[config.mk]
export PLATFORM = sky130hd
export DESIGN_NAME = ita_timer_slv
export DESIGN_NICKNAME = d
export VERILOG_FILES = /design/src/rtl/ita_timer_slv.sv
export SDC_FILE = /design/constraint.sdc
export NUM_CORES = 1
export LEC_CHECK = 0
export CAP_MARGIN = 20
export CORE_MARGIN = 2
export CORE_UTILIZATION = 40
export DETAILED_ROUTE_END_ITERATION = 6
export SLEW_MARGIN = 25
export SYNTH_ARGS = -nofsm -noshare
export SYNTH_HDL_FRONTEND = slang
export SYNTH_SLANG_ARGS = --single-unit
[constraint.sdc]
create_clock -name clk -period 5.3 [get_ports clk]
set_input_delay 1.06 -clock clk [delete_from_list [all_inputs] [get_ports clk]]
set_output_delay 1.06 -clock clk [all_outputs]
set_load 0.02 [all_outputs]
[src/rtl/ita_timer_slv.sv]
// ITA responder for a memory-mapped 64-bit machine timer (mtime/mtimecmp,
// prescaler, enable) with a programmable-wait-state request/response handshake.
module ita_timer_slv #(
  parameter int unsigned          PC_SIZE     = 32,
  parameter int unsigned          XLEN        = 32,
  parameter logic [PC_SIZE-1:0]   BASE_ADDR   = 32'h1000_0000,
  parameter int unsigned          WAIT_CYCLES = 1
) (
  input  logic               clk,
  input  logic               rst_n,
  input  logic               ita_i_valid,
  input  logic               ita_i_wr,
  input  logic               ita_i_rd,
  input  logic [PC_SIZE-1:0] ita_i_addr,
  input  logic [XLEN-1:0]    ita_i_wdata,
  output logic [XLEN-1:0]    ita_o_rdata,
  output logic               ita_o_ready,
  output logic               ita_o_tmr_irq
);

  typedef enum logic [1:0] {S_IDLE, S_WAIT, S_RESP} state_e;

  localparam logic [2:0] WAIT_INIT = (WAIT_CYCLES > 0) ? 3'(WAIT_CYCLES - 1) : 3'd0;

  state_e      state_q, state_d;
  logic [2:0]  wcnt_q, wcnt_d;

  logic [2:0]  off_q;
  logic        hit_q, wr_q, rd_q;
  logic [31:0] wdata_q;

  logic [31:0] mtime_lo_q, mtime_lo_d, mtime_hi_q, mtime_hi_d;
  logic [31:0] cmp_lo_q, cmp_lo_d, cmp_hi_q, cmp_hi_d;
  logic        ctrl_q, ctrl_d;
  logic [15:0] presc_q, presc_d, pcnt_q, pcnt_d;
  logic        irq_q, irq_d;
  logic [31:0] rdata_q, rdata_d;

  logic        accept, live_hit, sel_hit, sel_rd;
  logic [2:0]  sel_off;
  logic [31:0] rd_val;
  logic        wr_fire, we_lo, we_hi, we_clo, we_chi, we_ctrl, we_presc;
  logic        tick, lo_carry;
  logic [31:0] lo_inc, hi_inc;
  logic        unused_addr;

  assign unused_addr = ^ita_i_addr[1:0];
  assign accept      = (state_q == S_IDLE) && ita_i_valid;
  assign live_hit    = (ita_i_addr[PC_SIZE-1:5] == BASE_ADDR[PC_SIZE-1:5]);

  always_comb begin
    state_d = state_q;
    wcnt_d  = wcnt_q;
    case (state_q)
      S_IDLE: begin
        if (ita_i_valid) begin
          if (WAIT_CYCLES == 0) begin
            state_d = S_RESP;
          end else begin
            state_d = S_WAIT;
            wcnt_d  = WAIT_INIT;
          end
        end
      end
      S_WAIT: begin
        if (wcnt_q == '0) state_d = S_RESP;
        else              wcnt_d  = wcnt_q - 3'd1;
      end
      S_RESP:  state_d = S_IDLE;
      default: state_d = S_IDLE;
    endcase
  end

  // With zero wait states RESP is entered on the acceptance edge, so the read
  // must use the live request fields; otherwise the captured ones.
  always_comb begin
    sel_off = off_q;
    sel_hit = hit_q;
    sel_rd  = rd_q;
    if (state_q == S_IDLE) begin
      sel_off = ita_i_addr[4:2];
      sel_hit = live_hit;
      sel_rd  = ita_i_rd & ~ita_i_wr;
    end
    case (sel_off)
      3'd0:    rd_val = mtime_lo_q;
      3'd1:    rd_val = mtime_hi_q;
      3'd2:    rd_val = cmp_lo_q;
      3'd3:    rd_val = cmp_hi_q;
      3'd4:    rd_val = {31'd0, ctrl_q};
      3'd5:    rd_val = {16'd0, presc_q};
      default: rd_val = '0;
    endcase
    rdata_d = '0;
    if ((state_d == S_RESP) && sel_rd && sel_hit) rdata_d = rd_val;
  end

  assign wr_fire  = (state_q == S_RESP) && wr_q && hit_q;
  assign we_lo    = wr_fire && (off_q == 3'd0);
  assign we_hi    = wr_fire && (off_q == 3'd1);
  assign we_clo   = wr_fire && (off_q == 3'd2);
  assign we_chi   = wr_fire && (off_q == 3'd3);
  assign we_ctrl  = wr_fire && (off_q == 3'd4);
  assign we_presc = wr_fire && (off_q == 3'd5);

  assign tick               = ctrl_q && (pcnt_q == presc_q);
  assign {lo_carry, lo_inc} = {1'b0, mtime_lo_q} + 33'd1;
  assign hi_inc             = mtime_hi_q + {31'd0, lo_carry};

  always_comb begin
    pcnt_d = pcnt_q;
    if (we_presc)    pcnt_d = '0;
    else if (ctrl_q) pcnt_d = tick ? 16'd0 : pcnt_q + 16'd1;

    // A write to either mtime half suppresses that cycle's increment entirely.
    mtime_lo_d = mtime_lo_q;
    mtime_hi_d = mtime_hi_q;
    if (we_lo)       mtime_lo_d = wdata_q;
    else if (we_hi)  mtime_hi_d = wdata_q;
    else if (tick) begin
      mtime_lo_d = lo_inc;
      mtime_hi_d = hi_inc;
    end

    cmp_lo_d = we_clo   ? wdata_q        : cmp_lo_q;
    cmp_hi_d = we_chi   ? wdata_q        : cmp_hi_q;
    ctrl_d   = we_ctrl  ? wdata_q[0]     : ctrl_q;
    presc_d  = we_presc ? wdata_q[15:0]  : presc_q;
    irq_d    = ctrl_q && ({mtime_hi_q, mtime_lo_q} >= {cmp_hi_q, cmp_lo_q});
  end

  always_ff @(posedge clk or negedge rst_n) begin
    if (!rst_n) begin
      state_q    <= S_IDLE;
      wcnt_q     <= '0;
      off_q      <= '0;
      hit_q      <= 1'b0;
      wr_q       <= 1'b0;
      rd_q       <= 1'b0;
      wdata_q    <= '0;
      mtime_lo_q <= '0;
      mtime_hi_q <= '0;
      cmp_lo_q   <= '1;
      cmp_hi_q   <= '1;
      ctrl_q     <= 1'b0;
      presc_q    <= '0;
      pcnt_q     <= '0;
      irq_q      <= 1'b0;
      rdata_q    <= '0;
    end else begin
      state_q    <= state_d;
      wcnt_q     <= wcnt_d;
      if (accept) begin
        off_q   <= ita_i_addr[4:2];
        hit_q   <= live_hit;
        wr_q    <= ita_i_wr;
        rd_q    <= ita_i_rd & ~ita_i_wr;
        wdata_q <= ita_i_wdata[31:0];
      end
      mtime_lo_q <= mtime_lo_d;
      mtime_hi_q <= mtime_hi_d;
      cmp_lo_q   <= cmp_lo_d;
      cmp_hi_q   <= cmp_hi_d;
      ctrl_q     <= ctrl_d;
      presc_q    <= presc_d;
      pcnt_q     <= pcnt_d;
      irq_q      <= irq_d;
      rdata_q    <= rdata_d;
    end
  end

  assign ita_o_ready   = (state_q == S_RESP);
  assign ita_o_rdata   = rdata_q;
  assign ita_o_tmr_irq = irq_q;

endmodule
Word-level counts from Yosys, hierarchy flattened. Index checks and enable logic that the tools add are counted.

Bits in registers: 237. Bits of input ports: 69. Output and inout bits: 34. Logic and storage cells: 85.

$add $sub $neg: 4. $lt $le $gt $ge: 1. Equality and inequality tests: 18. Muxes and demuxes: 19. Bitwise logic cells: 3. Reduce and logical (&&, ||, !) cells: 24.

Operators with widths (number): two-way mux 32 bit (6); case mux 32 bit (6 select lines) (1); >= comparator 64 bit (1); two-way mux 16 bit (3); adder 32 x 1 -> 33 bit, second input constant (1); adder 32 x 1 -> 32 bit (1); == test 27 x 24 -> 1 bit, second input constant (1); adder 16 x 1 -> 16 bit, second input constant (1); == test 16 bit (1); logical AND 1 bit (13); == test 3 x 2 -> 1 bit, second input constant (4); == test 3 bit, second input constant (4); logical NOT 3 bit (3); two-way mux 3 bit (3); nonzero test 2 bit (4); == test 3 x 1 -> 1 bit, second input constant (2); != test 2 bit, second input constant (3); case mux 3 bit (2 select lines) (1); == test 2 bit, second input constant (2); two-way mux 2 bit (2); case mux 2 bit (2 select lines) (1); AND reduction 2 bit (2); AND reduction 3 bit (1); subtractor 3 x 1 -> 3 bit, second input constant (1); other kinds (5) (7).

Logic depth before layout (Yosys ltp).
Word-level depth: 7. Mapped depth: 13.

Least setup slack after synthesis. OpenSTA, ideal clock, no wires.

Kind: reg-to-reg. From: register mtime_lo_q[12]. To: register mtime_hi_q[27]. Data arrival time: 2.969 ns. Required time: 5.214 ns. Setup slack: 2.245 ns. Stages on the path, launching flop included: 12. Period minus slack after synthesis: 3.055 ns. Cell sequence: dfrtp_1 > and4_4 > nand3_4 > or3_2 > nor4_1 > ha_1 > and2_1 > and4_1 > nand2_1 > nor3_1 > a211oi_1 > nor3_1.

Cells in the longest elaborated chain, start to end: 4.

Ends and longest elaborated chain: start, declared (line 32) `logic [31:0] mtime_lo_q, mtime_lo_d, mtime_hi_q, mtime_hi_d;`; start signal, assigned (line 160) `mtime_lo_q <= mtime_lo_d;`; adder 32 x 1 -> 33 bit (line 107) `assign {lo_carry, lo_inc} = {1'b0, mtime_lo_q} + 33'd1;`; adder 32 x 1 -> 32 bit (line 108) `assign hi_inc = mtime_hi_q + {31'd0, lo_carry};`; two-way mux 32 bit (line 120) `else if (tick) begin`; two-way mux 32 bit (line 119) `else if (we_hi) mtime_hi_d = wdata_q;`; end signal, assigned (line 161) `mtime_hi_q <= mtime_hi_d;`; end, declared (line 32).

Every way passes these cells. The select of a mux whose other input is x is not followed. A chain may end at the register's enable or synchronous reset.

Final worst setup path. Ends and elaborated chain as after synthesis.

==> run summary <==
Rel. slew slack = 0.296
Synth Area in Compound Gates = 0.137
Die area = 34600 sq um
Clk sinks = 237
Core Box Area = 32600 sq um
Maximum VDD drop = 0.000207 V
Netlist Area Pre-Place = 13300 sq um
Pre-antenna DRT Iters = 5
Vias after detailed routing = 11263
I/O pin count = 103
Unique masters post-synth = 71
Crit path kind = reg -> reg
Initial core utilization = 0.406
RSZ-0062 raised after global routing = false
Final Skew = 0.0123 ns
Dpl hpwl = 27.7 mm
Fill count = 3071
CTS tree = yes
CP max stage delay = 0.82 ns
Vias in the first global route = 11076
Worst-path maximum fanout = 8
Final Hold Viols = 0
Part of the cycle the worst path needs = 0.765
IO buf count = 100
Rows = 66
Top_reg_cell synth = dfrtp_1
TNS Setup = 0 ns
DRT Wirelength = 39.2 mm
Largest family of logic cells by synthesized area = simple AND/OR/NAND/NOR gates
Worst Path Required = 5.76 ns
Yosys warnings = 0
Status = complete, no violations
FFs w/ async S/R, synth = 1.00
Critical path startpoint category = register
CP endpoint kind = register
Share of layout cells above drive strength 1 = 0.129
Mux cell area share after synthesis = 0.0590
Mapped Avg Cell Area = 9.19 sq um
CTS Buffer Depth = 3
CP most frequent cell = nor3_1
NumNets Final = 1667
Initial drt markers = 978
Antenna violations before repair = 0
Leak = 6.67 nW
Post-synthesis xor/xnor area fraction = 0.0284
Syn Inst Count = 1443
GRT overflow = 0
Number of synthesized flops with an enable pin = 0
Ant. Diodes = 0
Syn-to-layout area delta = 18.5%
Worst path bufs/invs = 0
Worst-Skew Late Latency = 0.54 ns
PD cells = 332 nW/um^2
Top delay family on crit path = simple AND/OR/NAND/NOR gates
CTS H-tree lvls = 1
Fmax = 247 MHz
Post_cts resized = 0
Post-Synth Adder-Cell Area = 0.0661
Hold_buf cts = 0
Worst min path class = reg -> reg
Syn_nets = 1582
Hold_ws = 0.500 ns
First-pass GRT wire length = 62.5 mm
Clock transition at the registers of the reported paths = 0.06 ns
Placer's final routability congestion estimate = 0.873
Top sig layer = met4
#FFs+latches synth = 237
Vias per inst = 5.66
Routed length on met3 = 2.70 mm
CP max stage cell = nor3_1
Root Driver = clkbuf_16
Cell Chain, Critical Path = and4_4, nand3_4, or3_2, nor4_1, ha_1, and2_1, and4_1, nand2_1, nor3_1, a211oi_1, nor3_1
Synth Area in Simple Gates = 0.214
WL met2 = 17.3 mm
Final min period = 4.06 ns
Die H = 186 microns
TritonCTS Buffers = 27
# Post-CTS Setup Buffers = 0
Seq/Total Area, Yosys = 0.453
Critical path arrival = 4.51 ns
Pin count of the biggest net entering global routing = 113
M1 WL = 18.2 mm
Setup-failing EPs final = 0
DRC viols = 0
Horiz. Die Dim = 186 microns
Maxcap violations = 0
R2R Setup Slk = 1.24 ns
Total GRT Usage = 0.232
Avg WL per Cell = 19.7 microns
Worst Tran Pin Value = 1.05 ns
Routed Antenna Nets = 0
Final slew viol count = 0
## cell usage after synthesis, types with 7 or more instances
| library cell | count | area share |
|---|---|---|
| mux2i_1 | 17 | 0.013 |
| nor4_1 | 15 | 0.0071 |
| nand2_1 | 287 | 0.081 |
| dfrtp_1 | 173 | 0.33 |
| and3_1 | 12 | 0.0057 |
| mux4_2 | 8 | 0.014 |
| and2_1 | 8 | 0.0038 |
| or3_1 | 28 | 0.013 |
| nand3_1 | 37 | 0.014 |
| nor3_1 | 27 | 0.010 |
| xor2_1 | 32 | 0.021 |
| mux2_2 | 36 | 0.031 |
| nor2b_1 | 8 | 0.0038 |
| o21ai_0 | 86 | 0.032 |
| inv_1 | 82 | 0.023 |
| nor2_1 | 75 | 0.021 |
| a21oi_1 | 71 | 0.027 |
| a22oi_1 | 51 | 0.029 |
| nand4_1 | 47 | 0.022 |
| clkbuf_1 | 56 | 0.016 |
| o31ai_1 | 7 | 0.0040 |
| a31oi_1 | 31 | 0.015 |
| ha_1 | 70 | 0.066 |
| and4_1 | 7 | 0.0046 |
| or4_1 | 9 | 0.0051 |
| xnor2_1 | 11 | 0.0073 |
| buf_2 | 7 | 0.0026 |
| dfstp_2 | 64 | 0.13 |
## power breakdown
group | switching [W] | internal, W
registers | 0.000322 | 0.00197
logic | 0.000657 | 0.000324
clock network | 0.000755 | 0.00119
## per-layer routing
layer	global-route usage	up-vias
met5	0	-
met4	0.0583	0
met3	0.0354	65
met2	0.364	382
met1	0.337	5503
li1	-	5313
## tightest hold or removal path: stages, from the launching register on
cell and delay, ns:
dfrtp_1 0.36, nand2_1 0.05, nand2_1 0.05
## final timing paths
check                                       to            from  depth (start not counted)
worst max register to register  mtime_hi_q[27]  mtime_lo_q[12]                         11
min in group asynchronous           wdata_q[6]           rst_n                          1
max in group asynchronous         cmp_hi_q[21]           rst_n                          2
worst min-delay path                      wr_q            wr_q                          2
worst min register to register            wr_q            wr_q                          2
worst max-delay path            mtime_hi_q[27]  mtime_lo_q[12]                         11
## placed cells by master, fill, tap and decap left out, types with 25 or more instances in the layout
| cell type | count |
|---|---|
| nor2_1 | 73 |
| dfstp_2 | 64 |
| nand2_1 | 287 |
| nand3_1 | 37 |
| inv_1 | 82 |
| clkbuf_16 | 27 |
| a31oi_1 | 31 |
| mux2_2 | 36 |
| o21ai_0 | 86 |
| a21oi_1 | 71 |
| nand4_1 | 47 |
| a22oi_1 | 51 |
| ha_1 | 70 |
| xor2_1 | 32 |
| nor3_1 | 25 |
| or3_1 | 28 |
| dfrtp_1 | 173 |
| clkdlybuf4s50_1 | 99 |
## logic make-up (layout without fill, tap and decap cells)
family,after synthesis,after routing
AND/OR/NAND/NOR,589,589
AO/OA/AOI/OAI,295,295
flip-flops,237,237
buffers and inverters,147,252
adder cells (fa/ha/maj),70,70
multiplexers,62,62
XOR/XNOR,43,43
## through the flow
stage               setup WS [ns]  power (W)  instances  instance area (sq um)   util
detailed placement           1.30    0.00329       1941                  14800  0.453
finish                       1.24    0.00521       1990                  15700  0.482
global route                0.975    0.00547       1990                  15700  0.482
CTS                          1.27    0.00524       1990                  15700  0.482
global placement             1.37    0.00327       1941                  14800  0.453
floorplan                    2.25    0.00274       1443                  13300      -
## state kept, by name, indices dropped and copies added, names as in the netlist, 2 cells and up
signal and flops:
off_q 3, pcnt_q 16, cmp_hi_q 32, ita_o_rdata 32
cmp_lo_q 32, state_q 2, presc_q 16, mtime_hi_q 32
wcnt_q 3, wdata_q 32, mtime_lo_q 32
## final cells by class
cell class / instances / area, sq um / area share
multi-input combinational: 1059 / 6740 / 0.429
clock inverter: 9 / 120 / 0.00764
tap: 442 / 553 / 0.0352
sequential: 237 / 6010 / 0.382
clock buffer: 40 / 805 / 0.0512
inverter: 82 / 308 / 0.0196
timing repair buffer: 121 / 1180 / 0.0748
(Power assumes the default switching activity.)
